## src/rtl/serial_add_ctrl.sv

```systemverilog
// rtl/serial_add_ctrl.sv - bit-serial add/subtract engine with valid/ready operand and result handshakes
module serial_add_ctrl #(
    parameter int WIDTH = 8
) (
    input  logic             clk,
    input  logic             rst,
    input  logic             in_valid,
    output logic             in_ready,
    input  logic [WIDTH-1:0] a,
    input  logic [WIDTH-1:0] b,
    input  logic             op,
    output logic             out_valid,
    input  logic             out_ready,
    output logic [WIDTH-1:0] sum,
    output logic             cout,
    output logic             busy
);

    localparam int CW = (WIDTH > 2) ? $clog2(WIDTH) : 1;
    localparam logic [CW-1:0] LAST = CW'(WIDTH - 1);

    typedef enum logic [1:0] {
        IDLE = 2'd0,
        RUN  = 2'd1,
        DONE = 2'd2
    } state_t;

    state_t            state;
    state_t            state_nxt;
    logic [WIDTH-1:0]  a_reg;
    logic [WIDTH-1:0]  b_reg;
    logic [WIDTH-1:0]  res_reg;
    logic              carry;
    logic [CW-1:0]     cnt;

    logic ha1_s;
    logic ha1_c;
    logic ha2_c;
    logic s_bit;
    logic carry_nxt;

    // One full-adder slice on the operand LSBs, built from two half adders.
    assign ha1_s     = a_reg[0] ^ b_reg[0];
    assign ha1_c     = a_reg[0] & b_reg[0];
    assign s_bit     = ha1_s ^ carry;
    assign ha2_c     = ha1_s & carry;
    assign carry_nxt = ha1_c | ha2_c;

    // Handshake outputs depend on state only, so no input reaches them combinationally.
    always_comb begin
        state_nxt = state;
        in_ready  = 1'b0;
        out_valid = 1'b0;
        busy      = 1'b0;
        case (state)
            IDLE: begin
                in_ready = 1'b1;
                if (in_valid) begin
                    state_nxt = RUN;
                end
            end
            RUN: begin
                busy = 1'b1;
                if (cnt == LAST) begin
                    state_nxt = DONE;
                end
            end
            DONE: begin
                out_valid = 1'b1;
                if (out_ready) begin
                    state_nxt = IDLE;
                end
            end
            default: state_nxt = IDLE;
        endcase
    end

    always_ff @(posedge clk) begin
        if (rst) begin
            state   <= IDLE;
            a_reg   <= '0;
            b_reg   <= '0;
            res_reg <= '0;
            carry   <= 1'b0;
            cnt     <= '0;
        end else begin
            state <= state_nxt;
            case (state)
                IDLE: begin
                    if (in_valid) begin
                        // Subtraction is A + ~B + 1: invert B here and seed the carry with op.
                        a_reg <= a;
                        b_reg <= b ^ {WIDTH{op}};
                        carry <= op;
                        cnt   <= '0;
                    end
                end
                RUN: begin
                    a_reg   <= a_reg >> 1;
                    b_reg   <= b_reg >> 1;
                    res_reg <= {s_bit, res_reg[WIDTH-1:1]};
                    carry   <= carry_nxt;
                    cnt     <= cnt + CW'(1);
                end
                default: ;
            endcase
        end
    end

    assign sum  = res_reg;
    assign cout = carry;

endmodule

```

## config.mk

```make
export PLATFORM = sky130hd
export DESIGN_NAME = serial_add_ctrl
export DESIGN_NICKNAME = d
export VERILOG_FILES = /design/src/rtl/serial_add_ctrl.sv
export SDC_FILE = /design/constraint.sdc
export NUM_CORES = 1
export LEC_CHECK = 0
export ABC_AREA = 1
export BUFFER_PORTS_ARGS = -buffer_cell sky130_fd_sc_hd__buf_2
export CELL_PAD_IN_SITES_DETAIL_PLACEMENT = 0
export CELL_PAD_IN_SITES_GLOBAL_PLACEMENT = 2
export CORE_MARGIN = 1
export CORE_UTILIZATION = 28
export CTS_CLUSTER_SIZE = 16
export DETAILED_ROUTE_END_ITERATION = 10
export GPL_TIMING_DRIVEN = 0
export MAX_ROUTING_LAYER = met4
export PLACE_DENSITY = 0.9
export SETUP_SLACK_MARGIN = 0.02
export SLEW_MARGIN = 20
export SYNTH_ARGS = -nofsm -noshare
export SYNTH_HDL_FRONTEND = slang
export SYNTH_SLANG_ARGS = --single-unit
```

## constraint.sdc

```tcl
create_clock -name clk -period 1.4 [get_ports clk]
set_input_delay 0.28 -clock clk [delete_from_list [all_inputs] [get_ports clk]]
set_output_delay 0.28 -clock clk [all_outputs]
set_load 0.01 [all_outputs]
```

==> flow_metrics.tcl, run 1 <==
set metrics [dict create \
    status "completed" \
    clkPwrFrac_pct 35.9 \
    drc 0 \
    port_buffers 29 \
    drive_above_1_share_pct 19.3 \
    critPathBufInv 3 \
    rows 25 \
    yosysSeqAreaShare_pct 41.1 \
    vias 1385 \
    irDropWorstVdd_uv 367 \
    cp.required_ns 1.12 \
    setup_viol 0 \
    critPathKind "reg -> out" \
    fmax_mhz 743 \
    crit_fanout 11 \
    wl_per_cell_um 10.2 \
    ys_ff_latch 30 \
    antenna_found_initial 0 \
    grt_usage_pct 14.2 \
    fin_nets 287 \
    core_area_um2 4880 \
    clockBufferDepth 2 \
    tritoncts "built" \
    dieArea_um2 5510 \
    grt_max_degree 12 \
    hold_class "in -> reg" \
    p_sw_share_pct 28.0 \
    synth_nets 250 \
    crit_arrival_ns 1.07 \
    fillers 573 \
    firstDrtPassIters 4 \
    cts-root-buf "clkbuf_8" \
    crit_chain "inv_1 -> nor2_2 -> buf_6 -> buf_6" \
    post-route-util_pct 37.1 \
    p_leak_nw 0.936 \
    initial_core_util_pct 29.9 \
    critical-path-top-delay-family "flip-flops" \
    dp_hpwl_um 2340 \
    placedCellCount 322 \
    tightest_slew_ns 0.470 \
    critPathSlowestCell "dfxtp_4" \
    cpPeakStageDelay_ns 0.37 \
    path_common_cell "buf_6" \
    diodes 0 \
    crit_path_start_kind "register" \
    power.switching_w 0.000563 \
    area_growth_pct 23.7 \
    syn_avg_cell_area_um2 6.47 \
    place_congestion 0.703 \
    synthCells 226 \
    grt_overflow 0 \
    rsz0062_at_grt "true" \
    io_pins 33 \
    seq_power_share_pct 47.2 \
    slew_viol_final 0 \
    grt_pass1_vias 1244 \
    netlist_area_um2 1460 \
    yosysUniqueCellTypes 17 \
    clk_latency_ns 0.28 \
    hold_buffers 0 \
    drv_cap 0 \
    drtIter0Drc 61 \
    tns_ns 0 \
    ys_warn_count 0 \
    vias_per_cell 4.18 \
    period_share_pct 96.1 \
    die_h_um 74.2 \
    instances_no_fill 331 \
    grt_pass1_wl_um 5610 \
    wl_um 3370 \
    power_density_nw_per_um2 1110 \
    critPathCaptureType "output pin" \
    htreeDepth 2 \
    clock_skew_ns 0.00588 \
    hold_ws_ns 0.256 \
    finalHoldViolCount 0 \
    cts.clk_slew.worst_paths_ns 0.06 \
    intPower_w 0.00145 \
    cts_sinks 30 \
    power.share.combinational_pct 16.8 \
    relSlewSlack_pct 68.7 \
    ant_nets 0 \
    cts_buffers 5 \
    die_w_um 74.2 \
    finalCriticalPeriod_ns 1.35 \
]
[power groups by stage]
stage / sequential [W] / combinational, W / clock (W)
floorplan: 0.000974 / 0.000218 / 0
global placement: 0.000968 / 0.000333 / 0
global route: 0.000957 / 0.000389 / 0.000786
CTS: 0.000951 / 0.000343 / 0.000740
detailed placement: 0.000969 / 0.000335 / 0
finish: 0.000950 / 0.000339 / 0.000723
[cells in the mapped netlist]
cell      number  area share (%)
buf_6          1            0.77
dfxtp_1       30              41
nand2_1       59              15
a21oi_1        6             2.1
ha_1           2             1.7
nor2_1        59              15
buf_4          3             1.5
buf_2          5             1.7
inv_1         22             5.7
o21a_1         1            0.51
fa_1           1             1.4
nand3_1       22             7.5
xnor2_1        1            0.60
o21ai_0       10             3.4
nand2_4        1            0.77
nor2_2         1            0.43
clkbuf_1       2            0.51
[cell families (layout without fill, tap and decap cells)]
kind of cell / Yosys count / count (layout) / synth area share (%)
AOI/OAI and AO/OA: 17 / 17 / 5.99
xor gates and xnor gates: 1 / 1 / 0.599
adders and majority gates: 3 / 3 / 3.08
buffers and inverters: 33 / 71 / 10.2
DFF: 30 / 30 / 41.1
and+or+nand+nor: 142 / 142 / 39.0
[layout by cell type, fill, tap and decap left out, drive strengths merged]
master	n
a21oi	6
clkinv	1
nand3	22
dfxtp	30
o21ai	10
buf	39
inv	22
nor2	60
xnor2	1
nand2	60
fa	1
ha	2
clkbuf	9
o21a	1
[worst reg2reg max path, stage by stage, from the launching register on]
cell,delay [ns]
dfxtp_2,0.34
inv_1,0.10
nand2_1,0.14
nand2_1,0.29
nor2_1,0.07
nor2_1,0.11
nor2_1,0.05
[worst paths after layout]
kind | from | end | slack, ns | depth (start not counted)
max | state[0] | busy | 0.05 | 4
min | out_ready | state[1] | 0.26 | 4
max reg2reg | state[1] | a_reg[1] | 0.17 | 6
min reg2reg | cnt[0] | cnt[0] | 0.46 | 1
[routing by layer]
| layer | global-route usage, % | vias to the layer above | wire [um] |
|---|---|---|---|
| met5 | - | - | 0 |
| met4 | 4.40 | 0 | 51 |
| met3 | 4.20 | 6 | 154 |
| met2 | 23.1 | 30 | 1440 |
| met1 | 16.9 | 587 | 1720 |
| li1 | - | 762 | - |
[layout make-up]
cell class / count / area [um2] / area share, %
sequential: 30 / 606 / 33.5
multi-input combinational: 163 / 719 / 39.8
buffer: 10 / 58.8 / 3.25
clock buffer: 7 / 86.3 / 4.78
tap: 67 / 83.8 / 4.64
clock inverter: 1 / 5.00 / 0.277
timing repair buffer: 31 / 166 / 9.20
inverter: 22 / 82.6 / 4.57
[what timing repair did]
| item | CTS | global route |
|---|---|---|
| gates resized for setup | 4 | 3 |
| pin swaps | 1 | 0 |
| setup endpoints to repair | 2 | 3 |
| buffers inserted | 2 | 0 |
[metrics by stage]
| stage | area (um2) | setup WS, ns | total power [W] |
|---|---|---|---|
| final | 1810 | 0.0544 | 0.00201 |
| after global routing | 1810 | -0.00695 | 0.00213 |
| after CTS | 1800 | -0.00132 | 0.00203 |
| after detailed placement | 1690 | 0.102 | 0.00130 |
| after global placement | 1690 | 0.103 | 0.00130 |
| after floorplan | 1460 | 0.283 | 0.00119 |
(Power assumes the default switching activity.)
==> run 2: changes to the inputs <==
--- a/config.mk
+++ b/config.mk
@@ -6,16 +6,16 @@
 export NUM_CORES = 1
 export LEC_CHECK = 0
 export ABC_AREA = 1
-export BUFFER_PORTS_ARGS = -buffer_cell sky130_fd_sc_hd__buf_2
 export CELL_PAD_IN_SITES_DETAIL_PLACEMENT = 0
 export CELL_PAD_IN_SITES_GLOBAL_PLACEMENT = 2
 export CORE_MARGIN = 1
-export CORE_UTILIZATION = 28
+export CORE_UTILIZATION = 32
 export CTS_CLUSTER_SIZE = 16
 export DETAILED_ROUTE_END_ITERATION = 10
+export DONT_BUFFER_PORTS = 1
 export GPL_TIMING_DRIVEN = 0
 export MAX_ROUTING_LAYER = met4
-export PLACE_DENSITY = 0.9
+export PLACE_DENSITY = 0.88
 export SETUP_SLACK_MARGIN = 0.02
 export SLEW_MARGIN = 20
 export SYNTH_ARGS = -nofsm -noshare
==> flow_metrics.tcl, run 2 (synthesis gave the netlist of run 1 again) <==
set metrics [dict create \
    cts_sinks 30 \
    period_share_pct 98.1 \
    drtIter0Drc 31 \
    critPathCaptureType "output pin" \
    critPathSlowestCell "nor2_2" \
    finalCriticalPeriod_ns 1.37 \
    hold_buffers 0 \
    grt_pass1_vias 1189 \
    core_area_um2 4380 \
    crit_chain "nor2_2" \
    fmax_mhz 728 \
    slew_viol_final 0 \
    die_w_um 69.6 \
    cts.clk_slew.worst_paths_ns 0.07 \
    vias 1268 \
    initial_core_util_pct 33.3 \
    rsz0062_at_grt "true" \
    io_pins 33 \
    fillers 472 \
    rows 24 \
    crit_fanout 10 \
    clock_skew_ns 0.00804 \
    hold_class "in -> reg" \
    dp_hpwl_um 2250 \
    tightest_slew_ns 0.586 \
    finalHoldViolCount 0 \
    cp.required_ns 1.12 \
    port_buffers 0 \
    grt_max_degree 11 \
    grt_pass1_wl_um 5360 \
    placed_area_um2 1530 \
    drv_cap 0 \
    tns_ns 0 \
    grt_usage_pct 14.8 \
    pre_cts_slack_ns 0.0602 \
    place_congestion 0.741 \
    setup_viol 0 \
    htreeDepth 2 \
    cts-root-buf "clkbuf_8" \
    firstDrtPassIters 4 \
    antenna_found_initial 0 \
    die_h_um 69.6 \
    critical-path-top-delay-family "simple AND/OR/NAND/NOR gates" \
    hold_ws_ns 0.142 \
    crit_arrival_ns 1.09 \
    wl_um 3130 \
    clockBufferDepth 2 \
    relSlewSlack_pct 60.9 \
    p_leak_nw 0.817 \
    tritoncts "built" \
    irDropWorstVdd_uv 396 \
    critPathBufInv 0 \
    status "completed" \
    drc 0 \
    fin_ws_ns 0.0268 \
    cts_buffers 5 \
    critPathKind "reg -> out" \
    postLayoutCellArea_um2 1650 \
    ant_nets 0 \
    crit_path_start_kind "register" \
    diodes 0 \
    vias_per_cell 4.42 \
    dieArea_um2 4840 \
    power_density_nw_per_um2 1270 \
    drive_above_1_share_pct 8.94 \
    grt_overflow 0 \
    final_cell_mix "nor2_1 (59), nand2_1 (59), dfxtp_1 (29)" \
    wl_per_cell_um 10.9 \
    fin_nets 258 \
    clk_latency_ns 0.28 \
    cpPeakStageDelay_ns 0.48 \
    area_growth_pct 12.8 \
]
run 2: area by class of cell:
class	instances	area, um2	share of cell area [%]
multi-input combinational	163	712	43.2
tap	52	65.1	3.95
clock buffer	5	68.8	4.18
clock inverter	3	40.0	2.43
sequential	30	602	36.5
timing repair buffer	1	7.51	0.456
buffer	11	70.1	4.25
inverter	22	82.6	5.01
run 2: through the flow:
stage          util [%]  std cells  total power [W]
2_1_floorplan         -        226          0.00119
3_3_place_gp       34.8        278          0.00125
3_5_place_dp       34.8        278          0.00125
4_1_cts            37.6        287          0.00211
5_1_grt            37.6        287          0.00221
6_report           37.6        287          0.00209
run 2: report_power, final:
group	internal [W]	switching (W)	total, W
sequential	0.000915	0.0000481	0.000963
combinational	0.000102	0.000170	0.000272
clock	0.000523	0.000328	0.000851
total	0.00154	0.000546	0.00209
run 2: final timing paths:
path / start / endpoint / slack (ns) / cells past startpoint
worst max-delay path: state[1] / in_ready / 0.03 / 1
worst min-delay path: a[7] / a_reg[7] / 0.14 / 2
worst max register to register: state[1] / b_reg[0] / 0.06 / 5
worst min register to register: cnt[0] / cnt[0] / 0.46 / 1
run 2: layer usage:
metal,share of wire (%),global-route usage (%)
met5,0,-
met4,2.0,6.80
met3,3.4,4.65
met2,47,23.1
met1,48,17.4
run 2: repair_timing:
action | CTS | global route
gates resized for setup | 2 | 0
endpoints found under the setup margin | 2 | 11
setup buffers | 1 | 0
==> run 3: changes to the inputs <==
--- a/config.mk
+++ b/config.mk
@@ -9,13 +9,13 @@
 export CELL_PAD_IN_SITES_DETAIL_PLACEMENT = 0
 export CELL_PAD_IN_SITES_GLOBAL_PLACEMENT = 2
 export CORE_MARGIN = 1
-export CORE_UTILIZATION = 32
+export CORE_UTILIZATION = 30
 export CTS_CLUSTER_SIZE = 16
 export DETAILED_ROUTE_END_ITERATION = 10
 export DONT_BUFFER_PORTS = 1
 export GPL_TIMING_DRIVEN = 0
 export MAX_ROUTING_LAYER = met4
-export PLACE_DENSITY = 0.88
+export PLACE_DENSITY = 0.84
 export SETUP_SLACK_MARGIN = 0.02
 export SLEW_MARGIN = 20
 export SYNTH_ARGS = -nofsm -noshare
==> flow_metrics.tcl, run 3 (synthesis gave the netlist of run 1 again) <==
set metrics [dict create \
    status "completed" \
    tritoncts "built" \
    irDropWorstVdd_uv 346 \
    relSlewSlack_pct 70.1 \
    die_w_um 71.8 \
    area_growth_pct 16.1 \
    p_leak_nw 0.835 \
    drv_cap 0 \
    layout_commonest_cell "nand2_1" \
    crit_arrival_ns 1.05 \
    cp_num_cells 4 \
    dieArea_um2 5150 \
    cts_buffers 5 \
    cts.clk_slew.worst_paths_ns 0.07 \
    crit_fanout 5 \
    r2r_slack_ns 0.14 \
    fin_total_pwr_w 0.00211 \
    drive_above_1_share_pct 10.5 \
    cts-root-buf "clkbuf_8" \
    vias_per_cell 4.46 \
    grt_usage_pct 14.4 \
    cts_sinks 30 \
    fin_nets 260 \
    setup_viol 0 \
    grt_overflow 0 \
    rr_worst_depth 6 \
    initial_core_util_pct 31.1 \
    power_density_nw_per_um2 1240 \
    worstReg2RegEnd "b_reg[7]" \
    cpPeakStageDelay_ns 0.38 \
    critPathSlowestCell "dfxtp_4" \
    crit_path_start_kind "register" \
    clockBufferDepth 2 \
    rsz0062_at_grt "true" \
    wl_um 3310 \
    critPathBufInv 3 \
    tns_ns 0 \
    die_h_um 71.8 \
    hold_path_depth 2 \
    firstDrtPassIters 4 \
    critical-path-top-delay-family "flip-flops" \
    vias 1298 \
    finalHoldViolCount 0 \
    final_cell_mix "nand2_1 (59), nor2_1 (58), dfxtp_1 (29)" \
    diodes 0 \
    finalCriticalPeriod_ns 1.33 \
    core_area_um2 4690 \
    slew_viol_final 0 \
    crit_chain "inv_2 -> nor2_2 -> buf_6 -> buf_8" \
    hp-start "a[7]" \
    htreeDepth 2 \
    dp_hpwl_um 2280 \
    critPathCaptureType "output pin" \
    clock_skew_ns 0.00636 \
    period_share_pct 95.1 \
    ant_nets 0 \
    place_congestion 0.728 \
    cp.required_ns 1.12 \
    fmax_mhz 751 \
    timing.hold.worst_endpoint "a_reg[7]" \
    grt_pass1_vias 1139 \
    antenna_found_initial 0 \
    wl_per_cell_um 11.4 \
    drc 0 \
    rows 25 \
    io_pins 33 \
    tightest_slew_ns 0.448 \
    clk_latency_ns 0.28 \
    grt_pass1_wl_um 5390 \
    hold_class "in -> reg" \
    drtIter0Drc 57 \
    worstReg2RegStart "state[1]" \
    grt_max_degree 11 \
    critPathKind "reg -> out" \
    port_buffers 0 \
]
run 3: where the power goes:
group | leakage (nW) | internal (W) | switching, W
clock network | 0.0579 | 0.000523 | 0.000328
logic | 0.530 | 0.000119 | 0.000176
registers | 0.247 | 0.000915 | 0.0000495
total | 0.835 | 0.00156 | 0.000553
run 3: metal layers:
| layer | routed length [um] | vias up | global-route usage, % |
|---|---|---|---|
| li1 | - | 712 | - |
| met1 | 1570 | 556 | 16.5 |
| met2 | 1550 | 24 | 23.3 |
| met3 | 130 | 6 | 4.78 |
| met4 | 50 | 0 | 5.88 |
| met5 | 0 | - | - |
run 3: how the worst max path moves through the flow:
stage | slack, ns | startpoint | to
after floorplan | 0.28 | cout | sum[7]
after global routing | 0.02 | state[1] | b_reg[3]
after detailed placement | 0.08 | state[0] | b_reg[0]
after global placement | 0.07 | state[0] | b_reg[0]
after CTS | 0.03 | state[1] | in_ready
final | 0.07 | state[0] | busy
run 3: cell type report:
cell class	instances	area [um2]
Fill cell	533	3000
Multi-Input combinational cell	163	719
Sequential cell	30	604
Inverter	22	82.6
Buffer	11	73.8
Clock buffer	5	68.8
Tap cell	54	67.6
Clock inverter	3	40.0
Timing Repair Buffer	3	40.0
run 3: what timing repair did:
item                                    in CTS  in global routing
endpoints found under the setup margin       2                 11
setup buffers                                1                  1
pin swaps                                    0                  1
gates resized for setup                      1                  6
cloned                                       0                  1
endpoints found under the hold margin        0                  0
hold buffers                                 0                  0
run 3: worst register-to-register path, delay by kind of cell, from the launching register on:
| kind | cells | cell delay (ns) |
|---|---|---|
| and+or+nand+nor | 1 | 0.17 |
| AOI/OAI and AO/OA | 2 | 0.21 |
| buffers and inverters | 3 | 0.37 |
| DFF | 1 | 0.41 |
run 3: stage by stage:
step / cells / worst slack (ns) / hold slack [ns] / utilization, % / instance area [um2]
2_1_floorplan: 226 / 0.283 / 0.423 / - / 1460
3_3_place_gp: 280 / 0.0726 / 0.430 / 32.6 / 1530
3_5_place_dp: 280 / 0.0757 / 0.433 / 32.6 / 1530
4_1_cts: 289 / 0.0256 / 0.133 / 35.1 / 1650
5_1_grt: 291 / 0.0229 / 0.136 / 36.2 / 1700
6_report: 291 / 0.0682 / 0.140 / 36.2 / 1700
